**src/rtl/cla_seq_adder.sv**
```systemverilog
// Multi-cycle carry-lookahead adder/subtractor: CHUNK bits per cycle, LSB chunk first, valid/ready on both sides.
// Optional signed-overflow output enabled by defining CLA_SEQ_OVF_EN.
module cla_seq_adder #(
    parameter int WIDTH = 32,
    parameter int CHUNK = 4
) (
    input  logic             clk,
    input  logic             rst,
    input  logic             in_valid,
    output logic             in_ready,
    input  logic [WIDTH-1:0] a,
    input  logic [WIDTH-1:0] b,
    input  logic             cin,
    input  logic             sub,
    output logic             out_valid,
    input  logic             out_ready,
    output logic [WIDTH-1:0] sum,
    output logic             cout
`ifdef CLA_SEQ_OVF_EN
    ,
    output logic             ovf
`endif
);

    localparam int NCHUNK = WIDTH / CHUNK;
    localparam int IW     = (NCHUNK > 1) ? $clog2(NCHUNK) : 1;

    if ((WIDTH % CHUNK) != 0) begin : g_bad_chunk
        $error("cla_seq_adder: WIDTH must be a multiple of CHUNK");
    end

    typedef enum logic [1:0] {
        IDLE,
        CALC,
        DONE
    } state_t;

    state_t            state;
    logic [WIDTH-1:0]  a_r;
    logic [WIDTH-1:0]  b_r;
    logic              carry;
    logic [IW-1:0]     idx;
    logic              last_chunk;

    logic [CHUNK-1:0]  ca;
    logic [CHUNK-1:0]  cb;
    logic [CHUNK-1:0]  g;
    logic [CHUNK-1:0]  p;
    logic [CHUNK:0]    c;
    logic [CHUNK-1:0]  csum;
    logic              cj;
    logic              term;

    always_comb begin
        ca = '0;
        cb = '0;
        for (int unsigned k = 0; k < NCHUNK; k++) begin
            if (idx == IW'(k)) begin
                ca = a_r[k*CHUNK +: CHUNK];
                cb = b_r[k*CHUNK +: CHUNK];
            end
        end
    end

    assign last_chunk = (idx == IW'(NCHUNK - 1));

    // Each carry is a flat sum of products of G/P and the carry register, not a ripple chain.
    always_comb begin
        g    = ca & cb;
        p    = ca | cb;
        c    = '0;
        cj   = 1'b0;
        term = 1'b0;
        c[0] = carry;
        for (int unsigned j = 0; j < CHUNK; j++) begin
            cj = carry;
            for (int unsigned k = 0; k <= j; k++) begin
                cj = cj & p[k];
            end
            for (int unsigned k = 0; k <= j; k++) begin
                term = g[k];
                for (int unsigned m = k + 1; m <= j; m++) begin
                    term = term & p[m];
                end
                cj = cj | term;
            end
            c[j+1] = cj;
        end
        csum = ca ^ cb ^ c[CHUNK-1:0];
    end

    always_ff @(posedge clk) begin
        if (rst) begin
            state     <= IDLE;
            in_ready  <= 1'b1;
            out_valid <= 1'b0;
            sum       <= '0;
            cout      <= 1'b0;
            idx       <= '0;
            carry     <= 1'b0;
            a_r       <= '0;
            b_r       <= '0;
`ifdef CLA_SEQ_OVF_EN
            ovf       <= 1'b0;
`endif
        end else begin
            case (state)
                IDLE: begin
                    idx <= '0;
                    if (in_valid && in_ready) begin
                        a_r      <= a;
                        b_r      <= sub ? ~b : b;
                        carry    <= cin ^ sub;
                        in_ready <= 1'b0;
                        state    <= CALC;
                    end
                end
                CALC: begin
                    for (int unsigned k = 0; k < NCHUNK; k++) begin
                        if (idx == IW'(k)) begin
                            sum[k*CHUNK +: CHUNK] <= csum;
                        end
                    end
                    carry <= c[CHUNK];
                    if (last_chunk) begin
                        cout  <= c[CHUNK];
`ifdef CLA_SEQ_OVF_EN
                        ovf   <= c[CHUNK] ^ c[CHUNK-1];
`endif
                        idx   <= '0;
                        state <= DONE;
                    end else begin
                        idx <= idx + 1'b1;
                    end
                end
                DONE: begin
                    // First DONE cycle only raises out_valid; this sets the accept-to-valid latency to NCHUNK+1.
                    if (!out_valid) begin
                        out_valid <= 1'b1;
                    end else if (out_ready) begin
                        out_valid <= 1'b0;
                        in_ready  <= 1'b1;
                        state     <= IDLE;
                    end
                end
                default: begin
                    state     <= IDLE;
                    in_ready  <= 1'b1;
                    out_valid <= 1'b0;
                end
            endcase
        end
    end

endmodule

```
**config.mk**
```make
export PLATFORM = sky130hd
export DESIGN_NAME = cla_seq_adder
export DESIGN_NICKNAME = d
export VERILOG_FILES = /design/src/rtl/cla_seq_adder.sv
export SDC_FILE = /design/constraint.sdc
export NUM_CORES = 1
export LEC_CHECK = 0
export BUFFER_PORTS_ARGS = -buffer_cell sky130_fd_sc_hd__buf_2
export CAP_MARGIN = 10
export CORE_MARGIN = 5
export CORE_UTILIZATION = 46
export CTS_CLUSTER_DIAMETER = 120
export DETAILED_ROUTE_END_ITERATION = 12
export GPL_TIMING_DRIVEN = 1
export HOLD_SLACK_MARGIN = 0.08
export PLACE_DENSITY = 0.68
export SYNTH_ARGS = -nofsm -noshare
export SYNTH_HDL_FRONTEND = slang
export SYNTH_SLANG_ARGS = --single-unit
```
**constraint.sdc**
```tcl
create_clock -name clk -period 3.5 [get_ports clk]
set_input_delay 0.525 -clock clk [delete_from_list [all_inputs] [get_ports clk]]
set_output_delay 0.525 -clock clk [all_outputs]
set_load 0.01 [all_outputs]
```
==> impl_metrics.yaml, run 1 <==
power_and_ir_drop:
  vdd_drop_max_v: 0.000289
  leakagePower_uw: 0.00241
  p_per_area_mw_per_mm2: 465
  p_total_uw: 2910
yosys:
  synthArstFlopShare: 0
  ys_seq_area_frac: 0.387
  syn_nets: 715
  synth_cell_types: 54
  avgSynthCellArea_um2: 8.62
  netlist_area_mm2: 0.00543
  synth_cells: 630
  ys.flop_type: "dfxtp_1"
  ys_seq_elements: 105
  synth_enable_flop_cells: 0
  synth.yosys.warnings: 0
worst_setup_path:
  cp-start-kind: "flop"
  arrival_ns: 3.41
  cp-end-kind: "flop"
  crit_required_ns: 3.72
  setup.worst_path.class: "flop to flop"
  cp_max_fo: 16
floorplan:
  die_x_um: 119
  io_pins: 105
  die-area_mm2: 0.0141
  die_h_um: 119
  rows: 39
  start_util: 0.471
  core_area_mm2: 0.0115
global_routing:
  grt_overflow: 0
  grt_max_degree: 61
  grt_antenna_before_repair: 0
  grt_pass1_wl_mm: 22.8
  grt_pass1_vias: 4566
  grt_usage: 0.194
routing:
  totalWireLength_mm: 14.0
  drtPass1Iterations: 5
  vias: 4806
  drc: 0
  avgRoutedWirePerCell_um: 16.3
  first_iter_violations: 387
  ant_nets: 0
  viasPerCell: 5.61
sta:
  setup_violations: 0
  skew_ns: 0.00909
  slew_headroom: 0.345
  tightestPinTransition_ns: 0.982
  timing_hold_violations_final: 0
  fmax_mhz: 314
  setup_ws_ns: 0.314
  hold_ws_ns: 0.410
  period_minus_slack_ns: 3.19
  tns_ns: 0
  fin_crit_sh: 0.910
  maxSlewViolCount: 0
  grt_setup_unrepaired: "false"
clocking:
  clock-root-buffer: "clkbuf_16"
  cts_buffers: 9
  h-tree-depth: 3
  cts.sink_count: 105
  post_cts_buffers: 0
  holdBufCountCts: 0
  clkTransAtPathRegs_ns: 0.07
  clockBufferDepth: 2
  cts_tree: "yes"
  insertion_delay_ns: 0.35
final_layout:
  num-nets-final: 794
  area_growth_pct: 15.5
  drive_gt1_frac: 0.248
  fin_area_mm2: 0.00627
  antenna_cells: 0
hold_path:
  worstHoldPathType: "primary input to flop"
placed_design:
  post-place-ws_ns: 0.0353
  postPlaceCellArea_mm2: 0.00593
  hpwl_mm: 10.1
  io_buffers: 104
  place_congestion: 0.998
job:
  maxCapViolations: 0
status:
  status: "finished, final reports clean"
[kinds of logic after synthesis]
logic type	synth area share
AO/OA/AOI/OAI	0.243
XOR/XNOR	0.0565
adder cells (fa/ha/maj)	0.0360
buffers and inverters	0.0694
flip-flops	0.387
multiplexers	0.00184
AND/OR/NAND/NOR	0.206
[per-layer routing]
layer	track usage	part of all wire	wire (um)
met5	0	0	0
met4	0.0521	0.016	225
met3	0.0372	0.069	959
met2	0.317	0.45	6310
met1	0.265	0.46	6470
[registers in the layout (all words and copies together) (netlist names)]
signal     flops
idx            3
in_ready       1
a_r           32
out_valid      1
sum           32
state          2
cout           1
b_r           32
carry          1
[cells in the final DEF, fill, tap and decap left out, drive strengths merged, types with 4 or more instances in the layout]
| master | instances |
|---|---|
| o22ai | 4 |
| o31ai | 18 |
| nand3b | 14 |
| clkbuf | 9 |
| nor3 | 6 |
| nor2 | 58 |
| a21oi | 68 |
| nor2b | 12 |
| nand2 | 103 |
| buf | 120 |
| xnor2 | 31 |
| nand2b | 14 |
| xor2 | 4 |
| a221oi | 5 |
| o21ai | 11 |
| a211oi | 37 |
| inv | 16 |
| nand3 | 10 |
| and2 | 4 |
| a21o | 4 |
| ha | 14 |
| o2111ai | 4 |
| dfxtp | 105 |
| nor3b | 5 |
| a311oi | 6 |
[cells in the mapped netlist, types with 3 or more instances]
cell,n,area [um^2]
buf_4,9,67.6
o21ai_0,11,55.1
a21oi_1,68,340
nor3b_1,4,30.0
a311oi_1,6,52.6
o22ai_1,4,25.0
clkbuf_1,16,60.1
nor2_1,58,218
a211oi_2,29,363
nand2b_1,13,81.3
xor2_1,4,35.0
a211oi_1,8,60.1
nor2b_1,12,75.1
and2_1,3,18.8
buf_2,16,80.1
nand2_1,102,383
o31ai_1,18,135
ha_1,14,175
xnor2_1,31,272
dfxtp_1,105,2100
a221oi_1,5,43.8
nand3_1,9,45.0
buf_6,10,113
o2111ai_1,4,35.0
nor3_1,6,30.0
a21o_1,4,30.0
inv_1,14,52.6
nand3b_1,14,105
[through the flow]
| step | utilization | instances |
|---|---|---|
| floorplan | - | 630 |
| global placement | 0.515 | 841 |
| detailed placement | 0.515 | 841 |
| CTS | 0.543 | 857 |
| global route | 0.544 | 857 |
| finish | 0.544 | 857 |
[power breakdown]
part / internal [uW] / switching (uW) / total (uW)
clock network: 632 / 469 / 1100
registers: 1270 / 50.7 / 1320
logic: 199 / 296 / 495
total: 2100 / 815 / 2910
[final timing paths]
| kind | cells past startpoint | from | to | slack (ns) |
|---|---|---|---|---|
| hold reg to reg | 2 | a_r[29]$_SDFFE_PP0P_ | a_r[29]$_SDFFE_PP0P_ | 0.46 |
| hold / removal | 3 | a[4] | a_r[4]$_SDFFE_PP0P_ | 0.41 |
| setup reg to reg | 11 | idx[0]$_SDFFE_PP0P_ | sum[19]$_SDFFE_PP0P_ | 0.31 |
| setup / recovery | 11 | idx[0]$_SDFFE_PP0P_ | sum[19]$_SDFFE_PP0P_ | 0.31 |
[worst max-delay path: stages, from the launching register on]
cell      delay [ns]
dfxtp_1         0.40
ha_1            0.51
buf_4           0.30
a21oi_1         0.08
o21ai_0         0.16
nand3_1         0.19
a41o_1          0.26
ha_1            0.20
nand2b_1        0.18
a2111o_1        0.47
o211ai_4        0.18
o22ai_1         0.13
[repair_timing]
action / CTS / global route
endpoints found under the hold margin: 0 / 0
endpoints found under the setup margin: 0 / 18
resized for setup: 0 / 3
[area by class of cell]
| type | count | area, um^2 |
|---|---|---|
| fill | 1102 | 5250 |
| multi-input combinational | 459 | 2970 |
| inverter | 14 | 52.6 |
| sequential | 105 | 2100 |
| clock buffer | 9 | 225 |
| timing repair buffer | 120 | 643 |
| tap | 143 | 179 |
| clock inverter | 7 | 100 |
No activity file was read; power rests on OpenSTA's default activity.
==> run 2, diff against run 1 <==
--- a/config.mk
+++ b/config.mk
@@ -13,7 +13,7 @@
 export DETAILED_ROUTE_END_ITERATION = 12
 export GPL_TIMING_DRIVEN = 1
 export HOLD_SLACK_MARGIN = 0.08
-export PLACE_DENSITY = 0.68
+export PLACE_DENSITY = 0.71
 export SYNTH_ARGS = -nofsm -noshare
 export SYNTH_HDL_FRONTEND = slang
 export SYNTH_SLANG_ARGS = --single-unit
==> constraint.sdc (replaced) <==
create_clock -name clk -period 2.8 [get_ports clk]
set_input_delay 0.42 -clock clk [delete_from_list [all_inputs] [get_ports clk]]
set_output_delay 0.42 -clock clk [all_outputs]
set_load 0.01 [all_outputs]
==> run 2 against run 1 <==
The run now ends with negative setup slack left. Cell count rose by 4.3%. Register-to-register slack got worse by 0.37 ns. Via count rose by 0.89%. Worst setup slack worse by 0.37 ns.
==> impl_metrics.yaml, run 2 (synthesis results as in run 1) <==
routing:
  totalWireLength_mm: 14.6
  wl_met1_mm: 6.82
  drc: 0
  drtPass1Iterations: 4
  met2WireLength_mm: 6.68
  avgRoutedWirePerCell_um: 16.3
  vias: 4849
  ant_nets: 0
  wl_met3_um: 685
  viasPerCell: 5.42
  dr.max_layer_used: "met4"
  first_iter_violations: 321
status:
  violations: "negative setup slack"
  status: "finished with violations"
sta:
  setup_ws_ns: -0.0550
  slew_headroom: 0.471
  fin_crit_sh: 1.02
  fmax_mhz: 350
  timing_hold_violations_final: 0
  setup_violations: 8
  tightestPinTransition_ns: 0.793
  grt_setup_unrepaired: "true"
  tns_ns: -0.188
  maxSlewViolCount: 0
  period_minus_slack_ns: 2.85
  skew_ns: 0.00640
worst_setup_path:
  setup.worst_path.class: "flop to flop"
  cp_max_fo: 8
  ff2ff_setup_slack_ns: -0.05
  reg2reg_to: "sum[15]$_SDFFE_PP0P_"
  reg2reg_depth: 13
  cp-end-kind: "flop"
  worstReg2RegStart: "idx[0]$_SDFFE_PP0P_"
  cp-start-kind: "flop"
  arrival_ns: 3.12
  crit_required_ns: 3.07
  endpoint: "sum[15]$_SDFFE_PP0P_"
  cp-startpoint: "idx[0]$_SDFFE_PP0P_"
final_layout:
  antenna_cells: 0
  nFillCells: 994
  num-nets-final: 831
  final_util: 0.616
  drive_gt1_frac: 0.366
  mostFrequentLayoutCells: "103 x dfxtp_1, 103 x buf_2, 100 x nand2_1"
  largestRegisters: "a_r (32), b_r (32), sum (32)"
  area_growth_pct: 30.8
placed_design:
  post-place-ws_ns: -0.264
  place_congestion: 0.932
  hpwl_mm: 10.6
  io_buffers: 104
clocking:
  h-tree-depth: 3
  insertion_delay_ns: 0.36
  cts_tree: "yes"
  cts_buffers: 9
  clock-root-buffer: "clkbuf_16"
  cts.sink_count: 105
  clockBufferDepth: 2
  clkTransAtPathRegs_ns: 0.07
hold_path:
  worstHoldStart: "a[21]"
  worstHoldPathType: "primary input to flop"
power_and_ir_drop:
  leakagePower_uw: 0.00272
  p_seq_frac: 0.436
  vdd_drop_max_v: 0.000260
  clockPowerShare: 0.363
  power.share.switching: 0.278
  p_sw_uw: 1050
  p_int_uw: 2730
  p_per_area_mw_per_mm2: 533
  p_comb_frac: 0.200
floorplan:
  io_pins: 105
  start_util: 0.471
  die_h_um: 119
  die_x_um: 119
  die-area_mm2: 0.0141
  core_area_mm2: 0.0115
  rows: 39
global_routing:
  grt_pass1_vias: 4745
  grt_usage: 0.198
  grt_max_degree: 71
  grt_antenna_before_repair: 0
  grt_overflow: 0
  grt_pass1_wl_mm: 23.0
job:
  maxCapViolations: 0
==> run 2: cell types whose count changed in the layout (fill, tap and decap cells not counted), sizes merged <==
cell	change
buf	+35
clkbuf	+3
inv	-3
clkinv	+1
clkinvlp	+1
==> run 2: worst max-delay path, cell delays in order (launching register included) <==
cell        delay [ns]
dfxtp_4           0.40
clkinvlp_4        0.15
ha_4              0.22
buf_8             0.14
nor3b_1           0.13
nor3_1            0.19
o21ai_1           0.15
a21o_1            0.19
ha_1              0.21
nor2b_2           0.18
a211oi_4          0.30
o211ai_4          0.12
buf_12            0.15
o31ai_2           0.23
==> run 2: worst min path at each step <==
| stage | cells after the start | endpoint | slack (ns) |
|---|---|---|---|
| after floorplan | 2 | a_r[10]$_SDFFE_PP0P_ | 0.43 |
| after global placement | 2 | a_r[29]$_SDFFE_PP0P_ | 0.44 |
| after detailed placement | 2 | a_r[27]$_SDFFE_PP0P_ | 0.45 |
| after CTS | 3 | a_r[5]$_SDFFE_PP0P_ | 0.29 |
| after global routing | 3 | a_r[10]$_SDFFE_PP0P_ | 0.30 |
| final | 3 | a_r[21]$_SDFFE_PP0P_ | 0.30 |
==> run 2: power groups by stage <==
stage / clock [uW] / sequential [uW] / combinational, uW
6_report: 1380 / 1650 / 759
5_1_grt: 1450 / 1660 / 829
4_1_cts: 1390 / 1650 / 665
3_5_place_dp: 0 / 1680 / 644
3_3_place_gp: 0 / 1680 / 627
2_1_floorplan: 0 / 1660 / 468
==> run 2: per-layer routing <==
| layer | vias to the layer above | global-route usage |
|---|---|---|
| li1 | 2425 | - |
| met1 | 2284 | 0.262 |
| met4 | 0 | 0.0905 |
| met5 | - | 0 |
| met2 | 117 | 0.311 |
| met3 | 23 | 0.0401 |
==> run 2: cell type report <==
class	instances	area, um^2	area share
clock buffers	10	239	0.0337
clock inverters	6	91.3	0.0129
inverters	14	56.3	0.00793
multi-input cells	459	3350	0.472
flip-flops and latches	105	2110	0.297
well taps	143	179	0.0252
repair buffers	157	1070	0.151
==> run 2: metrics by stage <==
stage | std cells | power, uW | instance area (um^2) | hold slack (ns)
floorplan | 630 | 2130 | 5430 | 0.431
global placement | 873 | 2310 | 6230 | 0.445
detailed placement | 873 | 2320 | 6230 | 0.451
CTS | 889 | 3710 | 6640 | 0.294
global route | 894 | 3940 | 7100 | 0.304
finish | 894 | 3790 | 7100 | 0.298
==> run 2: timing repair <==
action	4_1_cts	5_1_grt
setup endpoints to repair	33	34
endpoints found under the hold margin	0	0
pin swaps	8	30
gates resized for setup	22	75
hold buffers	0	0
gates cloned	0	2
buffers inserted	0	4
